===== src/rtl/fetch_pkg.sv =====
// Shared types for the instruction fetch sequencer.
package fetch_pkg;

    typedef enum logic [1:0] {
        BOOT,
        FETCH,
        KILL
    } fetch_state_t;

endpackage


===== src/rtl/fetch_buffer.sv =====
// Single-entry holding register between the fetch port and decode.
module fetch_buffer (
    input  logic        clk,
    input  logic        rst,
    input  logic        load,
    input  logic [31:0] load_instr,
    input  logic [31:0] load_pc,
    input  logic        consume,
    input  logic        flush,
    output logic        valid,
    output logic [31:0] instr,
    output logic [31:0] instr_pc
);

    // A flush wins over a same-cycle refill; a refill wins over a consume,
    // since the new entry replaces the one decode is taking.
    always_ff @(posedge clk) begin
        if (rst) begin
            valid    <= 1'b0;
            instr    <= 32'h0;
            instr_pc <= 32'h0;
        end else if (flush) begin
            valid <= 1'b0;
        end else if (load) begin
            valid    <= 1'b1;
            instr    <= load_instr;
            instr_pc <= load_pc;
        end else if (consume) begin
            valid <= 1'b0;
        end
    end

endmodule


===== src/rtl/fetch_sequencer.sv =====
// Fetch controller: drives the PC register, issues one instruction-memory
// request at a time and applies redirects/traps to the fetch stream.
module fetch_sequencer
    import fetch_pkg::*;
#(
    parameter logic [31:0] RESET_VECTOR = 32'h0000_0000,
    parameter logic [31:0] TRAP_VECTOR  = 32'h0000_0040
) (
    input  logic        clk,
    input  logic        rst,
    input  logic [31:0] pc_q,
    input  logic [31:0] pc_plus1,
    output logic [31:0] pc_next,
    output logic        imem_req,
    output logic [31:0] imem_addr,
    input  logic        imem_ack,
    input  logic [31:0] imem_rdata,
    output logic        instr_valid,
    output logic [31:0] instr,
    output logic [31:0] instr_pc,
    input  logic        instr_ready,
    input  logic        redirect_valid,
    input  logic [31:0] redirect_target,
    input  logic        trap,
    input  logic        stall
);

    fetch_state_t state;
    logic         outstanding;
    logic [31:0]  pend_target;

    logic         redirect_any;
    logic [31:0]  target;
    logic         can_issue;
    logic         buf_load;
    logic         buf_flush;
    logic         buf_consume;

    assign redirect_any = trap | redirect_valid;
    assign target       = trap ? TRAP_VECTOR : redirect_target;
    assign can_issue    = !stall && (!instr_valid || instr_ready);
    assign buf_consume  = instr_valid && instr_ready;
    assign imem_addr    = pc_q;

    // Holding pc_q keeps imem_addr stable while a request waits for its ack;
    // a redirect against a waiting request is deferred through KILL.
    always_comb begin
        imem_req  = 1'b0;
        pc_next   = pc_q;
        buf_load  = 1'b0;
        buf_flush = 1'b0;
        if (rst) begin
            pc_next = RESET_VECTOR;
        end else begin
            case (state)
                BOOT: begin
                    pc_next = RESET_VECTOR;
                end
                FETCH: begin
                    imem_req = can_issue || outstanding;
                    if (redirect_any) begin
                        buf_flush = 1'b1;
                        if (!imem_req || imem_ack) begin
                            pc_next = target;
                        end
                    end else if (imem_req && imem_ack) begin
                        pc_next  = pc_plus1;
                        buf_load = 1'b1;
                    end
                end
                KILL: begin
                    imem_req  = 1'b1;
                    buf_flush = redirect_any;
                    if (imem_ack) begin
                        pc_next = redirect_any ? target : pend_target;
                    end
                end
                default: begin
                    pc_next = RESET_VECTOR;
                end
            endcase
        end
    end

    always_ff @(posedge clk) begin
        if (rst) begin
            state       <= BOOT;
            outstanding <= 1'b0;
            pend_target <= RESET_VECTOR;
        end else begin
            case (state)
                BOOT: begin
                    state <= FETCH;
                end
                FETCH: begin
                    if (redirect_any && imem_req && !imem_ack) begin
                        state       <= KILL;
                        pend_target <= target;
                        outstanding <= 1'b0;
                    end else begin
                        outstanding <= imem_req && !imem_ack && !redirect_any;
                    end
                end
                KILL: begin
                    if (redirect_any) begin
                        pend_target <= target;
                    end
                    if (imem_ack) begin
                        state <= FETCH;
                    end
                end
                default: begin
                    state <= BOOT;
                end
            endcase
        end
    end

    fetch_buffer u_buffer (
        .clk        (clk),
        .rst        (rst),
        .load       (buf_load),
        .load_instr (imem_rdata),
        .load_pc    (pc_q),
        .consume    (buf_consume),
        .flush      (buf_flush),
        .valid      (instr_valid),
        .instr      (instr),
        .instr_pc   (instr_pc)
    );

endmodule


===== config.mk =====
export PLATFORM = sky130hd
export DESIGN_NAME = fetch_sequencer
export DESIGN_NICKNAME = d
export VERILOG_FILES = /design/src/rtl/fetch_pkg.sv /design/src/rtl/fetch_buffer.sv /design/src/rtl/fetch_sequencer.sv
export SDC_FILE = /design/constraint.sdc
export NUM_CORES = 1
export LEC_CHECK = 0
export BUFFER_PORTS_ARGS = -buffer_cell sky130_fd_sc_hd__buf_2
export CAP_MARGIN = 20
export CORE_MARGIN = 8
export CORE_UTILIZATION = 55
export DETAILED_ROUTE_END_ITERATION = 12
export PLACE_DENSITY = 0.95
export SYNTH_ARGS = -nofsm -noshare
export SYNTH_HDL_FRONTEND = slang
export SYNTH_HIERARCHICAL = 1
export SYNTH_SLANG_ARGS = --single-unit

===== constraint.sdc =====
create_clock -name clk -period 3.5 [get_ports clk]
set_input_delay 0.7 -clock clk [delete_from_list [all_inputs] [get_ports clk]]
set_output_delay 0.7 -clock clk [all_outputs]
set_load 0.01 [all_outputs]

==> results.sh, run 1 <==
export IMPL_htree_levels=3
export IMPL_die_area_um2=16970
export IMPL_outcome="complete, no violations"
export IMPL_async_reset_ff_share_pct=0
export IMPL_fin_crit_sh_pct=89.57
export IMPL_worstSetupEndpointType="output port"
export IMPL_grt_pass1_vias=6767
export IMPL_grt_pass1_wl_um=35160
export IMPL_avgSynthCellArea_um2=8.867
export IMPL_mappedNetlistNets=948
export IMPL_cap_violations=0
export IMPL_vdd_drop_max_v=0.0002307
export IMPL_maxSlewViolCount=0
export IMPL_antenna_found_initial=0
export IMPL_num_vias=7098
export IMPL_leakagePower_nw=3.846
export IMPL_critPathMaxFanout=21
export IMPL_ys_seq_area_share_pct=27.87
export IMPL_slew_headroom_pct=44.13
export IMPL_r2r_start="outstanding$_SDFFE_PP0P_"
export IMPL_hold_path_depth=2
export IMPL_clk_pin_slew_ns=0.08
export IMPL_cts_tree="built"
export IMPL_critPathKind="reg2out"
export IMPL_numPortBuffers=264
export IMPL_reg2reg_slack_ns=1.07
export IMPL_synth_edff_count=0
export IMPL_drcViolationCount=0
export IMPL_die_h_um=130.3
export IMPL_hold_viol=0
export IMPL_grt_start_max_net_pins=110
export IMPL_wirelength_um=23180
export IMPL_drive_gt1_share_pct=40.64
export IMPL_ios=265
export IMPL_synth_warnings=6
export IMPL_core_rowCount=41
export IMPL_start_util_pct=56.68
export IMPL_synthDistinctLibCells=57
export IMPL_ctsHoldBuffers=0
export IMPL_cts_resized=0
export IMPL_finalSetupViolCount=0
export IMPL_worstMarginPinSlew_ns=0.8381
export IMPL_clock_sinks=100
export IMPL_synth_top_flop_cell="dfxtp_1"
export IMPL_cts_made_buffers=9
export IMPL_whs_endpoint="u_buffer/instr[28]$_SDFFE_PP0P_"
export IMPL_startpoint_type="register"
export IMPL_place_inst=1155
export IMPL_min_delay_start="u_buffer/instr[28]$_SDFFE_PP0P_"
export IMPL_cts_root_buffer="clkbuf_16"
export IMPL_clock_fmax_ghz=0.3190
export IMPL_track_usage_pct=25.98
export IMPL_multi_input_area_um2=4219
export IMPL_netlist_instances=810
export IMPL_skew_ns=0.01045
export IMPL_netlist_area_um2=7182
export IMPL_place_hpwl_um=16830
export IMPL_worstHoldPathType="reg2reg"
export IMPL_synth_seq_cells=100
export IMPL_die_w_um=130.3
export IMPL_grt_overflow_total=0
export IMPL_clk_latency_ns=0.35
export IMPL_register_area_um2=2002
export IMPL_final_cells=1171
export IMPL_cts_setup_buffers=0
export IMPL_gp_congestion=0.8757
export IMPL_syn2layout_area_growth_pct=17.89
export IMPL_nNetsFinal=1132
export IMPL_power_density_nw_per_um2=378.2
export IMPL_fillers=1044
export IMPL_cts_max_path_buffers=2
export IMPL_crit_arrival_ns=2.43
export IMPL_drt_iter0_drc=823
export IMPL_drt_vias_per_instance=6.061
export IMPL_routedWlPerCell_um=19.79
export IMPL_core_um2=12670
export IMPL_tns_ns=0
export IMPL_critPathRequiredTime_ns=2.80
export IMPL_ant_nets=0
export IMPL_first_pass_iters=6
export IMPL_r2r_end="u_buffer/instr[27]$_SDFFE_PP0P_"
export IMPL_antenna_cells=0
export IMPL_rsz0062_at_grt="false"
export IMPL_min_period_ns=3.135
export IMPL_rr_worst_depth=7
-- metal layers --
| layer | GRT usage (%) | routed length [um] | vias to the layer above |
|---|---|---|---|
| met4 | 14.69 | 1013 | 0 |
| met5 | 0 | 0 | - |
| met1 | 31.25 | 9045 | 3282 |
| met3 | 5.141 | 2136 | 84 |
| met2 | 42.57 | 10980 | 427 |
| li1 | - | - | 3305 |
-- report_power, final --
part / internal (mW) / switching [mW] / total (mW)
Combinational: 0.421 / 0.558 / 0.979
Sequential: 1.20 / 0.0382 / 1.24
Clock: 0.503 / 0.479 / 0.983
Total: 2.13 / 1.08 / 3.20
-- critical path, cell delays in order (launching register included) --
cell     delay [ns]
dfxtp_1        0.38
inv_1          0.09
ha_1           0.39
and3_1         0.74
nand2_1        0.20
o41ai_2        0.09
buf_2          0.18
-- layout by cell type (no fill, tap or decap), types with 8 or more instances in the layout --
cell / netlist / routed
clkbuf_16: 0 / 9
o22ai_1: 21 / 21
a211oi_1: 10 / 10
a22oi_2: 8 / 8
a22oi_1: 23 / 23
o21ai_0: 13 / 13
o21ai_2: 60 / 60
buf_4: 39 / 19
mux2i_1: 32 / 32
nand4bb_1: 65 / 65
dfxtp_1: 100 / 100
nand2_1: 22 / 22
buf_2: 37 / 264
a22o_1: 31 / 31
o21ai_1: 12 / 12
nand2b_1: 76 / 76
nor2_1: 33 / 32
a21oi_1: 14 / 14
nor3_1: 60 / 60
o41ai_2: 14 / 14
inv_1: 47 / 47
-- worst max path at each step --
stage             endpoint  cells after the start             startpoint
4_1_cts         pc_next[9]                      6  state[0]$_SDFFE_PP0P_
6_report        pc_next[9]                      6  state[0]$_SDFFE_PP0P_
2_1_floorplan  pc_next[22]                      6               imem_ack
3_3_place_gp    pc_next[1]                      7               imem_ack
3_5_place_dp    pc_next[0]                      7               imem_ack
5_1_grt         pc_next[9]                      6  state[0]$_SDFFE_PP0P_
-- cells by family (layout without fill, tap and decap cells) --
logic type / Yosys count / after routing / share of synthesized area (%)
adder cells (fa/ha/maj): 3 / 3 / 0.5227
buffers and inverters: 162 / 351 / 13.57
AO/OA/AOI/OAI: 228 / 228 / 26.73
flip-flops: 100 / 100 / 27.87
AND/OR/NAND/NOR: 284 / 284 / 26.69
multiplexers: 33 / 33 / 4.617
-- flip-flops by register name, indices dropped and copies added (netlist names) --
| register | count |
|---|---|
| outstanding | 1 |
| pend_target | 32 |
| state | 2 |
| u_buffer/instr | 32 |
| u_buffer/instr_pc | 32 |
| u_buffer/valid | 1 |
-- final cells by class --
class,instances,area share (%)
clock buffer,9,2.660
clock inverter,7,0.7684
inverter,47,2.084
multi-input combinational,548,49.83
sequential,100,23.64
tap,172,2.542
timing repair buffer,288,18.47
-- stage by stage --
step           power (mW)  hold slack, ns  worst slack [ns]  utilization (%)  area, um2
6_report            3.202          0.4729            0.3652            66.82       8467
5_1_grt             3.355          0.4855            0.2534            66.82       8467
4_1_cts             3.216          0.4742            0.3772            66.82       8467
3_5_place_dp        2.228          0.4562            0.4625            64.53       8177
3_3_place_gp        2.202          0.4509            0.4947            64.53       8177
2_1_floorplan       1.974          0.4415            0.8160                -       7182
-- cell usage after synthesis, drive strengths merged (2+ instances only) --
cell	number	area share (%)
ha	3	0.52
clkbuf	21	1.1
nand4bb	65	10
a211oi	10	1.0
nor2b	8	0.77
nor2	35	1.9
o21ai	85	9.1
nand3	3	0.21
a21o	2	0.23
a22oi	31	3.8
buf	94	10
mux2i	32	4.5
o22ai	21	1.8
nand2	22	1.1
a21oi	16	1.2
nor3	63	4.6
o41ai	22	4.4
dfxtp	100	28
a22o	31	3.8
inv	47	2.5
nand2b	78	6.9
and2	2	0.17
(Power assumes the default switching activity.)
==> run 2: changes to the inputs <==
Settings changed: CORE_UTILIZATION 55 to 51, GPL_ROUTABILITY_DRIVEN set to 0, PLACE_DENSITY 0.95 to 0.91.
Clock period 3.5 ns to 3.6 ns, I/O delays scaled along.
==> run 2 against run 1 <==
Effect of this change:
- clock power decreased by 2.8%
- utilization fell by 5.6 points
- wire length is 0.42% lower
- clock skew fell by 0.0042 ns
- worst setup slack lost 0.083 ns
- total power decreased by 3.4%
- final area barely moved
- flip-flop and latch count unchanged
- first-iteration DRC count is 32% lower
==> results.sh, run 2 (same netlist as run 1, synthesis figures left out) <==
export IMPL_slew_headroom_pct=35.95
export IMPL_hold_path_depth=2
export IMPL_startpoint_type="register"
export IMPL_outcome="complete, no violations"
export IMPL_ios=265
export IMPL_min_period_ns=3.318
export IMPL_finalSetupViolCount=0
export IMPL_p_sw_share_pct=33.49
export IMPL_cts_root_buffer="clkbuf_16"
export IMPL_layout_common_cells="buf_2 (263), dfxtp_1 (100), nand2b_1 (76)"
export IMPL_r2r_end="u_buffer/instr_pc[24]$_SDFFE_PP0P_"
export IMPL_power_frac_clock_pct=30.9
export IMPL_clock_fmax_ghz=0.3014
export IMPL_critPathKind="reg2out"
export IMPL_clock_sinks=100
export IMPL_die_area_um2=18140
export IMPL_start_util_pct=51.94
export IMPL_core_rowCount=43
export IMPL_place_hpwl_um=16880
export IMPL_drt_iter0_drc=562
export IMPL_p_int_mw=2.057
export IMPL_place_inst=1159
export IMPL_cts_max_path_buffers=2
export IMPL_worstSetupEndpointType="output port"
export IMPL_critPathRequiredTime_ns=2.88
export IMPL_leakagePower_nw=3.823
export IMPL_slowest_delay_ns=0.50
export IMPL_setup_slack_ns=0.2824
export IMPL_drcViolationCount=0
export IMPL_core_um2=13830
export IMPL_drive_gt1_share_pct=40.40
export IMPL_clk_latency_ns=0.34
export IMPL_reg2reg_slack_ns=1.21
export IMPL_cap_violations=0
export IMPL_tns_ns=0
export IMPL_dpl_worst_slack_ns=0.4557
export IMPL_syn2layout_area_growth_pct=17.87
export IMPL_grt_pass1_vias=6635
export IMPL_antenna_found_initial=0
export IMPL_whs_endpoint="u_buffer/instr[29]$_SDFFE_PP0P_"
export IMPL_cpLargestDelayFamily="simple AND/OR/NAND/NOR gates"
export IMPL_grt_pass1_wl_um=35620
export IMPL_final_common_cell="buf_2"
export IMPL_skew_ns=0.006297
export IMPL_design_area_um2=8466
export IMPL_crit_path_start="state[1]$_SDFFE_PP0P_"
export IMPL_grt_start_max_net_pins=135
export IMPL_ant_nets=0
export IMPL_die_w_um=134.7
export IMPL_ctsHoldBuffers=0
export IMPL_min_delay_start="u_buffer/instr[29]$_SDFFE_PP0P_"
export IMPL_rsz0062_at_grt="false"
export IMPL_routedWlPerCell_um=19.64
export IMPL_p_switching_mw=1.036
export IMPL_fin_crit_sh_pct=92.16
export IMPL_track_usage_pct=24.17
export IMPL_nNetsFinal=1128
export IMPL_wirelength_um=23080
export IMPL_reg_largest_list="pend_target: 32 flops, u_buffer/instr: 32 flops, u_buffer/instr_pc: 32 flops"
export IMPL_power_density_nw_per_um2=365.4
export IMPL_cts_resized=0
export IMPL_first_pass_iters=7
export IMPL_crit_arrival_ns=2.60
export IMPL_drt_vias_per_instance=5.928
export IMPL_clk_pin_slew_ns=0.07
export IMPL_combPwrFrac_pct=30.1
export IMPL_path_buf_inv=2
export IMPL_seqPwrFrac_pct=39.0
export IMPL_rr_worst_depth=7
export IMPL_vdd_drop_max_v=0.0002551
export IMPL_cts_tree="built"
export IMPL_slowest_stage="ha_1"
export IMPL_numPortBuffers=264
export IMPL_post_dp_cell_area_um2=8172
export IMPL_grt_overflow_total=0
export IMPL_whs_ns=0.4664
export IMPL_critPathMaxFanout=16
export IMPL_die_h_um=134.7
export IMPL_num_vias=6965
export IMPL_r2r_start="state[0]$_SDFFE_PP0P_"
export IMPL_final_cells=1175
export IMPL_cp_cell_sequence="inv_1 > ha_1 > and3b_1 > a21oi_1 > a22oi_2 > a211oi_1 > nor3_1 > buf_2"
export IMPL_htree_levels=3
export IMPL_cts_made_buffers=9
export IMPL_antenna_cells=0
export IMPL_maxSlewViolCount=0
export IMPL_worstHoldPathType="reg2reg"
export IMPL_worstMarginPinSlew_ns=0.9608
export IMPL_cts_setup_buffers=0
export IMPL_hold_viol=0
-- run 2: cell types whose count changed in the layout (fill, tap and decap cells not counted) --
cell,before,now
buf_12,5,6
clkinv_8,0,1
buf_4,19,15
buf_2,264,263
clkinv_2,1,0
inv_8,3,1
clkinvlp_4,0,2
-- run 2: worst register-to-register path: stages (launching register included) --
cell and delay, ns:
dfxtp_1 0.38, inv_1 0.10, ha_1 0.39, nand2b_2 0.27
nor2_4 0.33, buf_4 0.48, nand4bb_1 0.28, o21ai_2 0.07
-- run 2: cell type report --
cell class	count	area, um2
Multi-Input combinational cell	548	4219
Tap cell	180	225.2
Clock inverter	7	68.82
Sequential cell	100	2002
Inverter	47	176.4
Fill cell	1219	5361
Timing Repair Buffer	284	1549
Clock buffer	9	225.2
-- run 2: through the flow --
step                      power, mW  utilization, %
final                         3.093           61.23
after global routing          3.254           61.23
after CTS                     3.107           61.23
after detailed placement      2.147           59.10
after global placement        2.127           59.10
after floorplan               1.919               -
-- run 2: power by group through the flow --
stage / clock network, mW / registers (mW) / logic, mW
final: 0.955 / 1.21 / 0.932
after global routing: 1.03 / 1.21 / 1.01
after CTS: 0.978 / 1.20 / 0.924
after detailed placement: 0 / 1.23 / 0.920
after global placement: 0 / 1.23 / 0.900
after floorplan: 0 / 1.22 / 0.695
-- run 2: worst max-delay path by stage --
stage | endpoint | slack, ns | depth (start not counted)
floorplan | pc_next[22] | 0.88 | 6
global placement | pc_next[24] | 0.52 | 7
detailed placement | pc_next[24] | 0.46 | 7
CTS | pc_next[30] | 0.32 | 8
global route | pc_next[30] | 0.13 | 8
finish | pc_next[30] | 0.28 | 8
-- run 2: layer usage --
| layer | track usage, % | routed length, um | up-vias |
|---|---|---|---|
| met1 | 28.54 | 9294 | 3287 |
| met3 | 6.018 | 1878 | 43 |
| met5 | 0 | 0 | - |
| met4 | 10.23 | 635 | 0 |
| met2 | 40.72 | 11270 | 343 |
| li1 | - | - | 3292 |
